`config.mk`:
```
export PLATFORM = sky130hd
export DESIGN_NAME = port_controller_flat
export DESIGN_NICKNAME = d
export VERILOG_FILES = /design/src/rtl/port_controller_if.sv /design/src/rtl/port_controller.sv /design/src/flat_wrapper.sv
export SDC_FILE = /design/constraint.sdc
export NUM_CORES = 1
export LEC_CHECK = 0
export CORE_MARGIN = 3
export CORE_UTILIZATION = 53
export CTS_BUF_LIST = sky130_fd_sc_hd__clkbuf_8
export DETAILED_ROUTE_END_ITERATION = 6
export PLACE_DENSITY = 0.82
export RECOVER_POWER = 25
export SLEW_MARGIN = 20
export SYNTH_ARGS = -nofsm -noshare
export SYNTH_HDL_FRONTEND = slang
export SYNTH_SLANG_ARGS = --single-unit
export TNS_END_PERCENT = 50
```
`constraint.sdc`:
```
create_clock -name clock -period 2.2 [get_ports clock]
set_input_delay 0.22 -clock clock [delete_from_list [all_inputs] [get_ports clock]]
set_output_delay 0.22 -clock clock [all_outputs]
set_load 0.05 [all_outputs]
```
`src/rtl/port_controller_if.sv`:
```
// CPU port bus between the core88 CPU and port_controller: port strobe, address,
// data in both directions, and the vectored interrupt handshake.
interface port_controller_if;
  logic        port_clk;
  logic [15:0] port;
  logic [7:0]  port_o;
  logic [7:0]  port_i;
  logic        port_w;
  logic        intr;
  logic [7:0]  irq;
  logic        intr_latch;

  modport master (
    output port_clk, port, port_o, port_w, intr_latch,
    input  port_i, intr, irq
  );

  modport slave (
    input  port_clk, port, port_o, port_w, intr_latch,
    output port_i, intr, irq
  );
endinterface

```
`src/rtl/port_controller.sv`:
```
// CPU port decoder: keyboard latch, VGA cursor registers, SD command interface
// and a two-source vectored interrupt requester with a periodic timer.
module port_controller #(
  parameter int unsigned TIMER_DIV = 25000
) (
  input  logic               clock,
  input  logic               resetn,
  port_controller_if.slave   bus,
  output logic [10:0]        vga_cursor,
  input  logic [7:0]         ps2_data,
  input  logic               ps2_hit,
  output logic               sd_signal,
  output logic [1:0]         sd_cmd,
  output logic [7:0]         sd_out,
  input  logic [7:0]         sd_din,
  input  logic               sd_busy,
  input  logic               sd_timeout
);
  localparam logic [0:0] IDLE = 1'b0;
  localparam logic [0:0] REQ  = 1'b1;

  logic        pclk_q, hit_q;
  logic [7:0]  mask_q, mask_d;
  logic [7:0]  index_q, index_d;
  logic [10:0] cursor_q, cursor_d;
  logic [7:0]  kb_data_q, kb_data_d;
  logic        kb_ready_q, kb_ready_d;
  logic        kb_pend_q, kb_pend_d;
  logic        tmr_pend_q, tmr_pend_d;
  logic [31:0] tmr_cnt_q, tmr_cnt_d;
  logic [0:0]  state_q, state_d;
  logic [7:0]  irq_q, irq_d;
  logic [7:0]  port_i_q, port_i_d;
  logic        sd_signal_q, sd_signal_d;
  logic [1:0]  sd_cmd_q, sd_cmd_d;
  logic [7:0]  sd_out_q, sd_out_d;

  logic acc, kb_ev, tmr_wrap;

  always_comb begin
    acc         = bus.port_clk & ~pclk_q;
    kb_ev       = ps2_hit & ~hit_q;
    tmr_wrap    = (TIMER_DIV != 0) && (tmr_cnt_q == TIMER_DIV - 32'd1);
    mask_d      = mask_q;
    index_d     = index_q;
    cursor_d    = cursor_q;
    kb_data_d   = kb_data_q;
    kb_ready_d  = kb_ready_q;
    kb_pend_d   = kb_pend_q;
    tmr_pend_d  = tmr_pend_q;
    state_d     = state_q;
    irq_d       = irq_q;
    port_i_d    = port_i_q;
    sd_signal_d = 1'b0;
    sd_cmd_d    = sd_cmd_q;
    sd_out_d    = sd_out_q;
    tmr_cnt_d   = '0;

    if (acc && bus.port_w) begin
      case (bus.port)
        16'h0021: mask_d = bus.port_o;
        16'h03D4: index_d = bus.port_o;
        16'h03D5: begin
          if (index_q == 8'h0E)      cursor_d[10:8] = bus.port_o[2:0];
          else if (index_q == 8'h0F) cursor_d[7:0]  = bus.port_o;
        end
        16'hFF00: sd_out_d = bus.port_o;
        16'hFF01: begin
          sd_cmd_d    = bus.port_o[1:0];
          sd_signal_d = 1'b1;
        end
        default: ;
      endcase
    end

    if (acc && !bus.port_w) begin
      case (bus.port)
        16'h0060: begin
          port_i_d   = kb_data_q;
          kb_ready_d = 1'b0;
        end
        16'h0064: port_i_d = {7'b0, kb_ready_q};
        16'h0021: port_i_d = mask_q;
        16'h03D4: port_i_d = index_q;
        16'h03D5: begin
          if (index_q == 8'h0E)      port_i_d = {5'b0, cursor_q[10:8]};
          else if (index_q == 8'h0F) port_i_d = cursor_q[7:0];
          else                       port_i_d = 8'h00;
        end
        16'hFF00: port_i_d = sd_din;
        16'hFF01: port_i_d = {6'b0, sd_timeout, sd_busy};
        default:  port_i_d = 8'hFF;
      endcase
    end

    // A hit placed after the 0x0060 read lets the new scancode keep kb_ready set
    if (kb_ev) begin
      kb_data_d  = ps2_data;
      kb_ready_d = 1'b1;
    end

    if (TIMER_DIV != 0 && !tmr_wrap) tmr_cnt_d = tmr_cnt_q + 32'd1;

    case (state_q)
      IDLE: begin
        if (tmr_pend_q) begin
          state_d    = REQ;
          irq_d      = 8'h08;
          tmr_pend_d = 1'b0;
        end else if (kb_pend_q) begin
          state_d   = REQ;
          irq_d     = 8'h09;
          kb_pend_d = 1'b0;
        end
      end
      default: if (bus.intr_latch) state_d = IDLE;
    endcase

    // Sets come after the FSM clears so a same-cycle set is not lost
    if (tmr_wrap && !mask_q[0]) tmr_pend_d = 1'b1;
    if (kb_ev && !mask_q[1])    kb_pend_d  = 1'b1;
  end

  always_ff @(posedge clock) begin
    if (!resetn) begin
      pclk_q      <= 1'b0;
      hit_q       <= 1'b0;
      mask_q      <= '0;
      index_q     <= '0;
      cursor_q    <= '0;
      kb_data_q   <= '0;
      kb_ready_q  <= 1'b0;
      kb_pend_q   <= 1'b0;
      tmr_pend_q  <= 1'b0;
      tmr_cnt_q   <= '0;
      state_q     <= IDLE;
      irq_q       <= '0;
      port_i_q    <= '0;
      sd_signal_q <= 1'b0;
      sd_cmd_q    <= '0;
      sd_out_q    <= '0;
    end else begin
      pclk_q      <= bus.port_clk;
      hit_q       <= ps2_hit;
      mask_q      <= mask_d;
      index_q     <= index_d;
      cursor_q    <= cursor_d;
      kb_data_q   <= kb_data_d;
      kb_ready_q  <= kb_ready_d;
      kb_pend_q   <= kb_pend_d;
      tmr_pend_q  <= tmr_pend_d;
      tmr_cnt_q   <= tmr_cnt_d;
      state_q     <= state_d;
      irq_q       <= irq_d;
      port_i_q    <= port_i_d;
      sd_signal_q <= sd_signal_d;
      sd_cmd_q    <= sd_cmd_d;
      sd_out_q    <= sd_out_d;
    end
  end

  assign bus.port_i  = port_i_q;
  assign bus.intr    = (state_q == REQ);
  assign bus.irq     = irq_q;
  assign vga_cursor  = cursor_q;
  assign sd_signal   = sd_signal_q;
  assign sd_cmd      = sd_cmd_q;
  assign sd_out      = sd_out_q;
endmodule

```
`src/flat_wrapper.sv`:
```
// flat-port wrapper written by rule: the top's interface ports become plain ports
module port_controller_flat 
#(
  parameter int unsigned TIMER_DIV = 25000
)
  (clock, resetn, vga_cursor, ps2_data, ps2_hit, sd_signal, sd_cmd, sd_out, sd_din, sd_busy, sd_timeout, bus_port_clk, bus_port, bus_port_o, bus_port_w, bus_intr_latch, bus_port_i, bus_intr, bus_irq);
  port_controller_if bus_i ();
  input  logic clock;
  input  logic resetn;
  output logic [10:0] vga_cursor;
  input  logic [7:0] ps2_data;
  input  logic ps2_hit;
  output logic sd_signal;
  output logic [1:0] sd_cmd;
  output logic [7:0] sd_out;
  input  logic [7:0] sd_din;
  input  logic sd_busy;
  input  logic sd_timeout;
  input wire logic [$bits(bus_i.port_clk)-1:0] bus_port_clk;
  input wire logic [$bits(bus_i.port)-1:0] bus_port;
  input wire logic [$bits(bus_i.port_o)-1:0] bus_port_o;
  input wire logic [$bits(bus_i.port_w)-1:0] bus_port_w;
  input wire logic [$bits(bus_i.intr_latch)-1:0] bus_intr_latch;
  output wire logic [$bits(bus_i.port_i)-1:0] bus_port_i;
  output wire logic [$bits(bus_i.intr)-1:0] bus_intr;
  output wire logic [$bits(bus_i.irq)-1:0] bus_irq;
  assign bus_i.port_clk = bus_port_clk;
  assign bus_i.port = bus_port;
  assign bus_i.port_o = bus_port_o;
  assign bus_i.port_w = bus_port_w;
  assign bus_i.intr_latch = bus_intr_latch;
  assign bus_port_i = bus_i.port_i;
  assign bus_intr = bus_i.intr;
  assign bus_irq = bus_i.irq;
  port_controller #(.TIMER_DIV(TIMER_DIV)) u_core (.clock(clock), .resetn(resetn), .bus(bus_i), .vga_cursor(vga_cursor), .ps2_data(ps2_data), .ps2_hit(ps2_hit), .sd_signal(sd_signal), .sd_cmd(sd_cmd), .sd_out(sd_out), .sd_din(sd_din), .sd_busy(sd_busy), .sd_timeout(sd_timeout));
endmodule
```
==> results.yml <==
outcome:
  status: "complete, no violations"
placement:
  dp_hpwl_um: 8662
  place_congestion: 0.9861
  io_buffers: 80
clock_network:
  ctsHoldBuffers: 0
  postCtsSetupBuffers: 0
  cts_sinks: 94
  ctsResizeCount: 0
  clockBufferDepth: 2
  clk_pin_slew_ps: 90
  h-tree-depth: 3
  cts_tree: "yes"
  cts_root_buf: "clkbuf_8"
  insertion_delay_ps: 360
  numCtsBuffers: 9
detailed_routing:
  routed.top_layer: "met4"
  viasPerCell: 5.732
  drc: 0
  m1WireLength_um: 5363
  drt_iter0_markers: 277
  wl_per_cell_um: 16.70
  wl_um: 11670
  vias: 4007
  dr_wl_met3_um: 730
  wl_met2_um: 5372
  first_pass_iters: 6
  antenna_left: 0
global_route:
  grtUsageTotal: 0.2563
  grt_max_degree: 33
  grt.overflow.total: 0
  grt_pass1_vias: 3763
  grt_pass1_wl_um: 18420
  antenna_found_initial: 0
sta:
  fin_crit_sh: 0.9514
  rsz0062_at_grt: "false"
  hold_viol_final: 0
  fin_crit_ps: 2093
  finalMaxSlewViolations: 0
  fmax_ghz: 0.4778
  slew-limit-headroom: 0.4463
  skew_ps: 9.921
  setup_viol: 0
  tightest_slew_ps: 830.5
setup_path:
  path_class: "primary input to register"
  cp.arrival_ps: 2350
  regToRegEndpoint: "u_core.vga_cursor[10]"
  reg2reg_depth: 5
  reg2reg_from: "u_core.index_q[4]"
  start_kind: "primary input"
  crit_fanout: 8
  r2r_slack_ps: 210
  worstPathRequired_ps: 2460
  crit_path_end_kind: "register"
floorplan:
  core_mm2: 0.007807
  start_util: 0.5529
  dieArea_mm2: 0.009263
  io_pins: 87
  die_y_um: 96.25
  num_rows: 32
  die_x_um: 96.25
yosys:
  yosysWarnings: 0
  syn_inst: 482
  synth.largest_area_cell: "dfxtp_1"
  yosys_register_bits: 94
  seq_area_frac_synth: 0.4359
  synth_top_area_frac: 0.4359
  syn-cell-area_mm2: 0.004317
  synth.avg_cell_area_um2: 8.956
  ys_types: 55
  synth.area.top_cells: "dfxtp_1 44%, mux2i_1 9.3%, nor2_1 7.2%"
cells_and_area:
  syn_to_final_growth_pct: 31.07
  drive_above_1_share: 0.1039
  seq_area_mm2: 0.001882
  multi_input_comb_area_mm2: 0.002261
  fin_util: 0.7247
  num_antenna_cells: 0
  nNetsFinal: 642
  fill_cells: 617
hold_path:
  worst_hold_path.endpoint: "u_core.kb_data_q[2]"
  hold_path.class: "primary input to register"
  hold_depth: 3
  hp-start: "ps2_data[2]"
pwr:
  p_total_w: 0.003228
  cellLeakagePower_nw: 2.047
  p_per_area_mw_per_mm2: 570.5
  max-vdd-ir-drop_mv: 0.4434
run:
  max-cap-violations: 0
power breakdown:
part,switching (W),internal [W]
registers,0.0000208,0.00173
logic,0.000201,0.000157
clock network,0.000601,0.000517
total,0.000823,0.00241
state kept, by name, summed over array words and instances (netlist names), 2 cells and up:
signal             count
u_core.bus.irq         2
u_core.bus.port_i      8
u_core.index_q         8
u_core.kb_data_q       8
u_core.mask_q          8
u_core.sd_cmd          2
u_core.sd_out          8
u_core.tmr_cnt_q      32
u_core.vga_cursor     11
final cells by class:
class / count / share of cell area
clock buffers: 9 / 0.02189
clock inverters: 6 / 0.01106
inverters: 15 / 0.009951
multi-input cells: 354 / 0.3996
flip-flops and latches: 94 / 0.3326
well taps: 102 / 0.02256
repair buffers: 119 / 0.2023
cell usage in the layout (no fill, tap or decap), types with 10 or more instances in the layout:
cell             count
nand2_1             37
dfxtp_1             94
nor3_1              11
clkdlybuf4s50_1     70
nor2_1              83
mux2i_1             40
buf_4               30
nand4_1             19
inv_1               16
a21oi_1             19
dlygate4sd3_1       10
xor2_1              26
nor4_1              12
nand3_1             19
layer usage:
layer  track usage  vias to the layer above
li1              -                     1926
met1        0.3580                     1894
met2        0.4060                      161
met3       0.04222                       26
met4       0.07583                        0
met5             0                        -
stage by stage:
stage	setup TNS (ps)	instance area, µm²	std cells	hold slack (ps)	setup slack, ps
5_1_grt	0	5658	699	424.4	58.93
6_report	0	5658	699	410.4	107.0
3_3_place_gp	-73.73	5504	684	430.2	-26.50
4_1_cts	0	5690	699	409.0	234.9
3_5_place_dp	-283.4	5504	684	444.2	-102.2
2_1_floorplan	0	4335	487	323.8	327.1
worst max-delay path: stages:
cell and delay (ps):
dlygate4sd3_1 550, and3b_1 310, nand4_1 290, nor4_1 510, buf_12 200, mux2i_1 210, nor2_1 60
Yosys cell counts, drive strengths merged:
| cell | instances |
|---|---|
| a2111oi | 2 |
| and4b | 1 |
| xnor2 | 4 |
| and2 | 4 |
| mux2 | 1 |
| xor2 | 26 |
| buf | 10 |
| a32oi | 2 |
| dfxtp | 94 |
| a21boi | 1 |
| and4 | 5 |
| and3b | 2 |
| a21oi | 19 |
| o2bb2ai | 6 |
| nand3 | 20 |
| and3 | 6 |
| nor4bb | 1 |
| nand3b | 1 |
| a32o | 5 |
| nor3b | 1 |
| ha | 1 |
| a22oi | 1 |
| nor4b | 2 |
| or4 | 1 |
| mux2i | 40 |
| o22ai | 1 |
| nor3 | 13 |
| nor2b | 2 |
| nor4 | 15 |
| a31oi | 2 |
| o21a | 3 |
| nand2b | 2 |
| o21ai | 8 |
| a211oi | 2 |
| or2 | 1 |
| inv | 15 |
| nand4 | 19 |
| clkbuf | 14 |
| a222oi | 5 |
| conb | 1 |
| o32ai | 1 |
| nor2 | 84 |
| a221oi | 1 |
| nand2 | 37 |
worst max path at each step:
stage / slack (ps) / endpoint / depth (start not counted) / startpoint
2_1_floorplan: 330 / u_core.vga_cursor[3] / 5 / u_core.index_q[4]
3_3_place_gp: -30 / u_core.vga_cursor[10] / 6 / bus_port[0]
3_5_place_dp: -100 / u_core.vga_cursor[10] / 6 / bus_port[0]
4_1_cts: 230 / u_core.vga_cursor[10] / 5 / u_core.index_q[4]
5_1_grt: 60 / u_core.sd_out[3] / 7 / bus_port[5]
6_report: 110 / u_core.sd_out[3] / 7 / bus_port[5]
cell families (layout without fill, tap and decap cells):
group           after synthesis  count (layout)  share of synthesized area
simple gates                217             217                     0.2690
flops                        94              94                     0.4359
mux                          41              41                    0.09536
other cells                   1               6                  0.0008687
fa+ha+maj                     1               1                   0.002898
xor+xnor                     30              30                    0.06087
buf+inv                      39             149                    0.03971
compound gates               59              59                    0.09537
No activity file was read; power rests on OpenSTA's default activity.
